$ cat src/rtl/pulse_stretch_pkg.sv
// pulse_stretch_pkg: FSM state encoding and counter sizing shared by the pulse stretcher files
package pulse_stretch_pkg;
  typedef enum logic [1:0] {
    IDLE = 2'd0,
    HIGH = 2'd1,
    GAP  = 2'd2
  } state_e;
  // Counter must hold max(high,gap)-1; never narrower than one bit.
  function automatic int cnt_width(input int h, input int g);
    int m;
    m = h > g ? h : g;
    return m < 2 ? 1 : $clog2(m);
  endfunction
endpackage

$ cat src/rtl/pulse_stretch_cycle_down_counter.sv
// cycle_down_counter: loadable saturating down counter with zero flag, timing the HIGH and GAP phases
//   clk, reset   : clock, asynchronous active-high reset
//   load_i       : load load_val_i (takes priority over dec_i)
//   load_val_i   : value loaded
//   dec_i        : decrement, holds at zero
//   zero_o       : counter is zero
module cycle_down_counter
  import pulse_stretch_pkg::*;
#(
  parameter int W = cnt_width(4, 2)
) (
  input  logic         clk,
  input  logic         reset,
  input  logic         load_i,
  input  logic [W-1:0] load_val_i,
  input  logic         dec_i,
  output logic         zero_o
);
  logic [W-1:0] value_q, value_d;
  always_comb value_d = load_i ? load_val_i : (dec_i && value_q != '0) ? value_q - W'(1) : value_q;
  always_ff @(posedge clk or posedge reset)
    if (reset) value_q <= '0;
    else value_q <= value_d;
  assign zero_o = value_q == '0;
endmodule

$ cat src/rtl/pulse_stretch.sv
// pulse_stretch: turns single-cycle pulses into HIGH_CYCLES-wide level windows separated by GAP_CYCLES low clocks
//   clk, reset : clock, asynchronous active-high reset
//   pulse_in   : one pulse per high clock
//   level_out  : stretched level
//   busy       : FSM not idle
//   pending    : pulses queued while busy (saturates at QUEUE_DEPTH)
//   overflow   : sticky, a pulse was dropped
// Define PULSE_STRETCH_RETRIGGER_EN to make pulses during HIGH extend the current window instead of queueing.
module pulse_stretch
  import pulse_stretch_pkg::*;
#(
  parameter int HIGH_CYCLES = 4,
  parameter int GAP_CYCLES  = 2,
  parameter int QUEUE_DEPTH = 3
) (
  input  logic                             clk,
  input  logic                             reset,
  input  logic                             pulse_in,
  output logic                             level_out,
  output logic                             busy,
  output logic [$clog2(QUEUE_DEPTH+1)-1:0] pending,
  output logic                             overflow
);
  localparam int PW = $clog2(QUEUE_DEPTH + 1);
  localparam int CW = cnt_width(HIGH_CYCLES, GAP_CYCLES);
`ifdef PULSE_STRETCH_RETRIGGER_EN
  localparam bit RETRIG = 1'b1;
`else
  localparam bit RETRIG = 1'b0;
`endif
  state_e state_q, state_d;
  logic [PW-1:0] pend_q, pend_d;
  logic ovf_q, ovf_d;
  logic ld, dec, zero, gap_end, deq, acc, full;
  logic [CW-1:0] ld_val;
  cycle_down_counter #(.W(CW)) u_cnt (
    .clk        (clk),
    .reset      (reset),
    .load_i     (ld),
    .load_val_i (ld_val),
    .dec_i      (dec),
    .zero_o     (zero)
  );
  assign gap_end = state_q == GAP && zero;
  assign deq     = gap_end && pend_q != '0;
  assign full    = pend_q == PW'(QUEUE_DEPTH);
  // A pulse on a GAP end with nothing queued restarts HIGH directly, so it never touches the queue.
  assign acc = pulse_in && state_q != IDLE && !(RETRIG && state_q == HIGH) && !(gap_end && pend_q == '0);
  always_comb begin
    state_d = state_q;
    ld      = 1'b0;
    ld_val  = CW'(HIGH_CYCLES - 1);
    if (state_q == IDLE && pulse_in) begin
      state_d = HIGH;
      ld      = 1'b1;
    end else if (state_q == HIGH && RETRIG && pulse_in) begin
      ld = 1'b1;
    end else if (state_q == HIGH && zero) begin
      state_d = GAP;
      ld      = 1'b1;
      ld_val  = CW'(GAP_CYCLES - 1);
    end else if (gap_end) begin
      state_d = (deq || pulse_in) ? HIGH : IDLE;
      ld      = deq || pulse_in;
    end
    dec    = !ld && state_q != IDLE;
    pend_d = (acc && !deq) ? (full ? pend_q : pend_q + PW'(1)) : (!acc && deq) ? pend_q - PW'(1) : pend_q;
    ovf_d  = ovf_q || (acc && !deq && full);
  end
  always_ff @(posedge clk or posedge reset)
    if (reset) begin
      state_q <= IDLE;
      pend_q  <= '0;
      ovf_q   <= 1'b0;
    end else begin
      state_q <= state_d;
      pend_q  <= pend_d;
      ovf_q   <= ovf_d;
    end
  assign level_out = state_q == HIGH;
  assign busy      = state_q != IDLE;
  assign pending   = pend_q;
  assign overflow  = ovf_q;
endmodule

$ cat config.mk
export PLATFORM = sky130hd
export DESIGN_NAME = pulse_stretch
export DESIGN_NICKNAME = d
export VERILOG_FILES = /design/src/rtl/pulse_stretch_pkg.sv /design/src/rtl/pulse_stretch_cycle_down_counter.sv /design/src/rtl/pulse_stretch.sv
export SDC_FILE = /design/constraint.sdc
export NUM_CORES = 1
export LEC_CHECK = 0
export ABC_CLOCK_PERIOD_IN_PS = 1600
export BUFFER_PORTS_ARGS = -buffer_cell sky130_fd_sc_hd__buf_2
export CORE_MARGIN = 8
export CORE_UTILIZATION = 30
export DETAILED_ROUTE_END_ITERATION = 10
export GPL_TIMING_DRIVEN = 1
export PLACE_DENSITY = 0.54
export RECOVER_POWER = 25
export SETUP_SLACK_MARGIN = 0.5
export SYNTH_ARGS = -nofsm -noshare
export SYNTH_HDL_FRONTEND = slang
export SYNTH_SLANG_ARGS = --single-unit
$ cat constraint.sdc
create_clock -name clk -period 1.6 [get_ports clk]
set_clock_uncertainty 0.05 [all_clocks]
set_input_delay 0.32 -clock clk [delete_from_list [all_inputs] [get_ports clk]]
set_output_delay 0.32 -clock clk [all_outputs]
set_load 0.02 [all_outputs]
=== Word level (Yosys, flattened, before mapping) ===
Index checks and enable logic that the tools add are counted.

* $add $sub $neg: 3
* Equality and inequality tests: 4
* Multiplexer cells: 14
* Reductions and logical operators: 28

{| class="wikitable"
|+ Operators by type and width
! operator !! number
|-
| 2-bit two-way mux || 10
|-
| 1-bit logical AND || 12
|-
| 2-bit nonzero test || 5
|-
| 2-bit zero test || 3
|-
| 2-bit == test, second input constant || 2
|-
| 1-bit zero test || 4
|-
| 1-bit two-way mux || 4
|-
| 2-bit by 1-bit subtractor with 2-bit output, second input constant || 2
|-
| 3-bit nonzero test || 1
|-
| 2-bit by 1-bit adder with 2-bit output, second input constant || 1
|-
| 2-bit by 1-bit == test with 1-bit output, second input constant || 1
|-
| 1-bit logical OR || 2
|-
| 2-bit inequality test, second input constant || 1
|-
| 2-bit AND reduction || 1
|}

* Register bits after elaboration: 7
* Bits of input ports: 3

=== Logic depth before layout (Yosys ltp) ===
* Depth in word-level cells: 12
* Gate-level depth with buffers: 7

=== By module ===
A second synthesis with hierarchy kept.

* Cells, all modules: 59
* Area, all modules: 491.7 µm²

{| class="wikitable"
|+ By module, submodules not included
! module !! times used !! cells an instance !! area an instance (µm²) !! sequential area each (µm²)
|-
| pulse_stretch || 1 || 46 || 356.6 || 125.1
|-
| cycle_down_counter || 1 || 13 || 135.1 || 50.0
|}

=== Worst setup path after synthesis ===
No wires, ideal clock.

* Kind: register to register
* Start point: reg u_cnt.value_q[0]
* End point: reg pend_q[0] (netlist: pending[0])
* Data arrival time: 1.292 ns
* Slack: 0.124 ns
* Stages on the path, launching flop included: 8
* Period minus slack after synthesis: 1.476 ns
* Cells stage by stage: dfrtp_1 > inv_1 > ha_1 > buf_4 > a21boi_1 > o21ai_1 > a222oi_1 > o21ai_1

* Word-level cells in the longest chain between the ends: 9
* Elaborated cells between the ends (all ways): 14
* Those cells by class: eq/ne: 1; mux: 1; reduce/logical: 12

{| class="wikitable"
|+ Ends and longest elaborated chain
! element !! RTL line !! text
|-
| from (decl) || pulse_stretch_cycle_down_counter.sv:19 || <nowiki>logic [W-1:0] value_q, value_d;</nowiki>
|-
| from (signal assigned) || pulse_stretch_cycle_down_counter.sv:23 || <nowiki>else value_q <= value_d;</nowiki>
|-
| 2-bit zero test * || pulse_stretch_cycle_down_counter.sv:24 || <nowiki>assign zero_o = value_q == '0;</nowiki>
|-
| 1-bit logical AND * || pulse_stretch.sv:44 || <nowiki>assign gap_end = state_q == GAP && zero;</nowiki>
|-
| 1-bit logical AND || pulse_stretch.sv:48 || <nowiki>assign acc = pulse_in && state_q != IDLE && !(RETRIG && state_q == HIGH) && !(gap_end && pend_q == '0);</nowiki>
|-
| 1-bit zero test || pulse_stretch.sv:48 ||
|-
| 1-bit logical AND || pulse_stretch.sv:48 ||
|-
| 1-bit zero test || pulse_stretch.sv:67 || <nowiki>pend_d = (acc && !deq) ? (full ? pend_q : pend_q + PW'(1)) : (!acc && deq) ? pend_q - PW'(1) : pend_q;</nowiki>
|-
| 1-bit logical AND || pulse_stretch.sv:67 ||
|-
| 2-bit nonzero test (no source line) || -- ||
|-
| 2-bit AND reduction (no source line) || -- ||
|-
| to (signal assigned) || pulse_stretch.sv:77 || <nowiki>pend_q <= pend_d;</nowiki>
|-
| to (decl) || pulse_stretch.sv:32 || <nowiki>logic [PW-1:0] pend_q, pend_d;</nowiki>
|}

Every way passes the cells marked *; elsewhere a longest branch is shown, timed or not.
A chain may end at the register's enable or synchronous reset.

=== Final worst setup path ===
Same ends and word-level chain as after synthesis.

==> metrics.txt <==
CP required=1710 ps; initial antenna violation count=0; FF+latch count, synth=7; die width=55.02 um; Hold Path Stages=2; Period Utilization, post-route=91.40%; detailed-route via count=430; sequential area share after synthesis=38.36%; Max Buffers Root-to-Sink=2; row count=14; Sink Count=7; Root Driver=clkbuf_4; Synth Instances=50; R2R setup slack=140 ps; LEAKAGE=0.3247 nW; DRT iter0 DRCs=8; Ys Warns=0; CTS buffer count=3; Reg2Reg Depth=6; All-Layer GR Usage=7.983%; footprint of the multi-input gates=277.8 um^2; worst skew pair latency=240 ps; largest cells by area after synthesis=dfrtp_1 (38%), inv_1 (4.9%), a21oi_1 (3.3%); Avg Vias per Cell=4.943; Slew @ Worst Pin=297.6 ps; Std-Cell Core Area=1471 um^2; VDD IR max=0.9269 mV; H-tree depth=1; main flop type after synthesis=dfrtp_1; WS Path Type=reg -> reg; worst-path maximum fanout=5; Arr. time, crit path=1570 ps; Reg2Reg Launch Point=u_cnt.value_q[0]; Synth top area share=38.36%; Final Hold Viols=0; PwrDens=2215 nW/um^2; gr ovfl total=0; RSZ-0062 raised after global routing=yes; largest net degree at the start of global routing=9; DR pass1 iterations=2; Hold Startpoint=pulse_in; max cap viols=0; CTS tree=done; Area Growth Syn to Fin=51.51%; synth unique cells=30; critical path endpoint category=flop; WL final=1132 um; die area=3027 um^2; number of synthesized flops with an enable pin=0; layout cell share with drive strength beyond 1=54.93%; num ports=8; Slew Limit Fails=0; Synth Net Count=54; Initial Util=31.04%; setup_tns=0 ps; Die H=55.02 um; clk slew on worst S/H paths=50 ps; max_slew headroom=80.00%; wire per inst=13.01 um; hpwl dp=674.1 um; Layout fillers=152; global-route wire length before repair=1718 um; storage element area=177.7 um^2; Hold Path End=pending[0]; fin util=47.02%; post-route ant nets=0; post-layout min period=1462 ps; drt drc=0; Routability Congestion=0.7733; asr flop ratio synth=100.0%; Layout Nets=76; vias in the first global route=412; syn_area_per_cell=9.134 um^2; worst hold path class=in -> reg; crit path launch type=flop; cell with the most instances after synthesis=dfrtp_1; Post-synth top cells=dfrtp_1 (7), inv_1 (6); final setup fails=0; Fin Hold WS=345.9 ps; leading area contributor after synthesis=dfrtp_1; fmax=683.8 MHz; outcome=finished, final reports clean; total power=1.533 mW; Antenna diodes=0; Mapped Area=456.7 um^2; IO Port Bufs=7; R2R Path End=pending[0]
-- cell type report --
class,instances,share of cell area [%]
sequential,7,25.68
inverter,6,3.255
clock buffer,4,3.797
multi-input combinational,34,40.14
tap,16,2.893
timing repair buffer,20,24.23
-- critical path, stage by stage, from the launching register on --
cell and delay [ps]:
dfrtp_1 390, inv_2 80, ha_4 180, nand2_2 60, or3_4 330, a2bb2oi_1 130
o21ai_1 150
-- worst max-delay path by stage --
stage	slack, ps	cells after the start	from	endpoint
after global routing	80	6	u_cnt.value_q[1]	pending[0]
after global placement	60	6	u_cnt.value_q[1]	pending[0]
after floorplan	160	7	u_cnt.value_q[0]	pending[0]
final	140	6	u_cnt.value_q[0]	pending[0]
after detailed placement	40	6	u_cnt.value_q[1]	pending[0]
after CTS	160	6	u_cnt.value_q[1]	pending[0]
-- registers in the layout, indices dropped and copies added, names as in the netlist --
name / cells
state_q: 2
u_cnt.value_q: 2
pending: 2
overflow: 1
-- where the power goes --
group	internal [mW]	total [mW]	switching, mW
registers	0.257	0.342	0.0847
clock network	0.0945	0.150	0.0555
logic	0.576	1.04	0.464
-- logic make-up (layout without fill, tap and decap cells) --
family                   Yosys count  after routing  share of synthesized area, %
AND/OR/NAND/NOR                   15             15                         18.91
AO/OA/AOI/OAI                     16             16                         24.93
buffers and inverters              9             30                         9.862
adder cells (fa/ha/maj)            1              1                         2.739
multiplexers                       1              1                         3.287
flip-flops                         7              7                         38.36
XOR/XNOR                           1              1                         1.918
-- per-layer routing --
| metal | global-route usage (%) | vias up | share of wire (%) |
|---|---|---|---|
| met5 | 0 | - | 0 |
| met4 | 7.200 | 0 | 2.6 |
| li1 | - | 214 | - |
| met2 | 13.58 | 6 | 52 |
| met1 | 8.204 | 206 | 42 |
| met3 | 1.337 | 4 | 4.1 |
-- cell usage in the layout, fill, tap and decap left out, drive strengths merged, types with 2 or more instances in the layout --
cell	synthesis	final
buf	2	19
a22oi	2	2
nor2b	2	2
clkbuf	1	4
a21oi	3	3
nand2	3	3
dfrtp	7	7
inv	6	6
o21ai	4	4
or3	2	2
nor2	3	3
-- through the flow --
stage          setup WS (ps)  instances  area (um^2)
2_1_floorplan          162.9         50        470.5
3_3_place_gp           59.37         74        529.3
3_5_place_dp           36.01         74        529.3
4_1_cts                158.0         84        653.1
5_1_grt                78.44         87        691.9
6_report               137.6         87        691.9
-- repair_timing --
item	CTS	global route
setup endpoints to repair	12	12
setup buffers	5	3
gates resized for setup	16	6
hold buffers	1	0
endpoints found under the hold margin	7	0
pin swaps	5	5
Power figures use the tool's default switching activity.
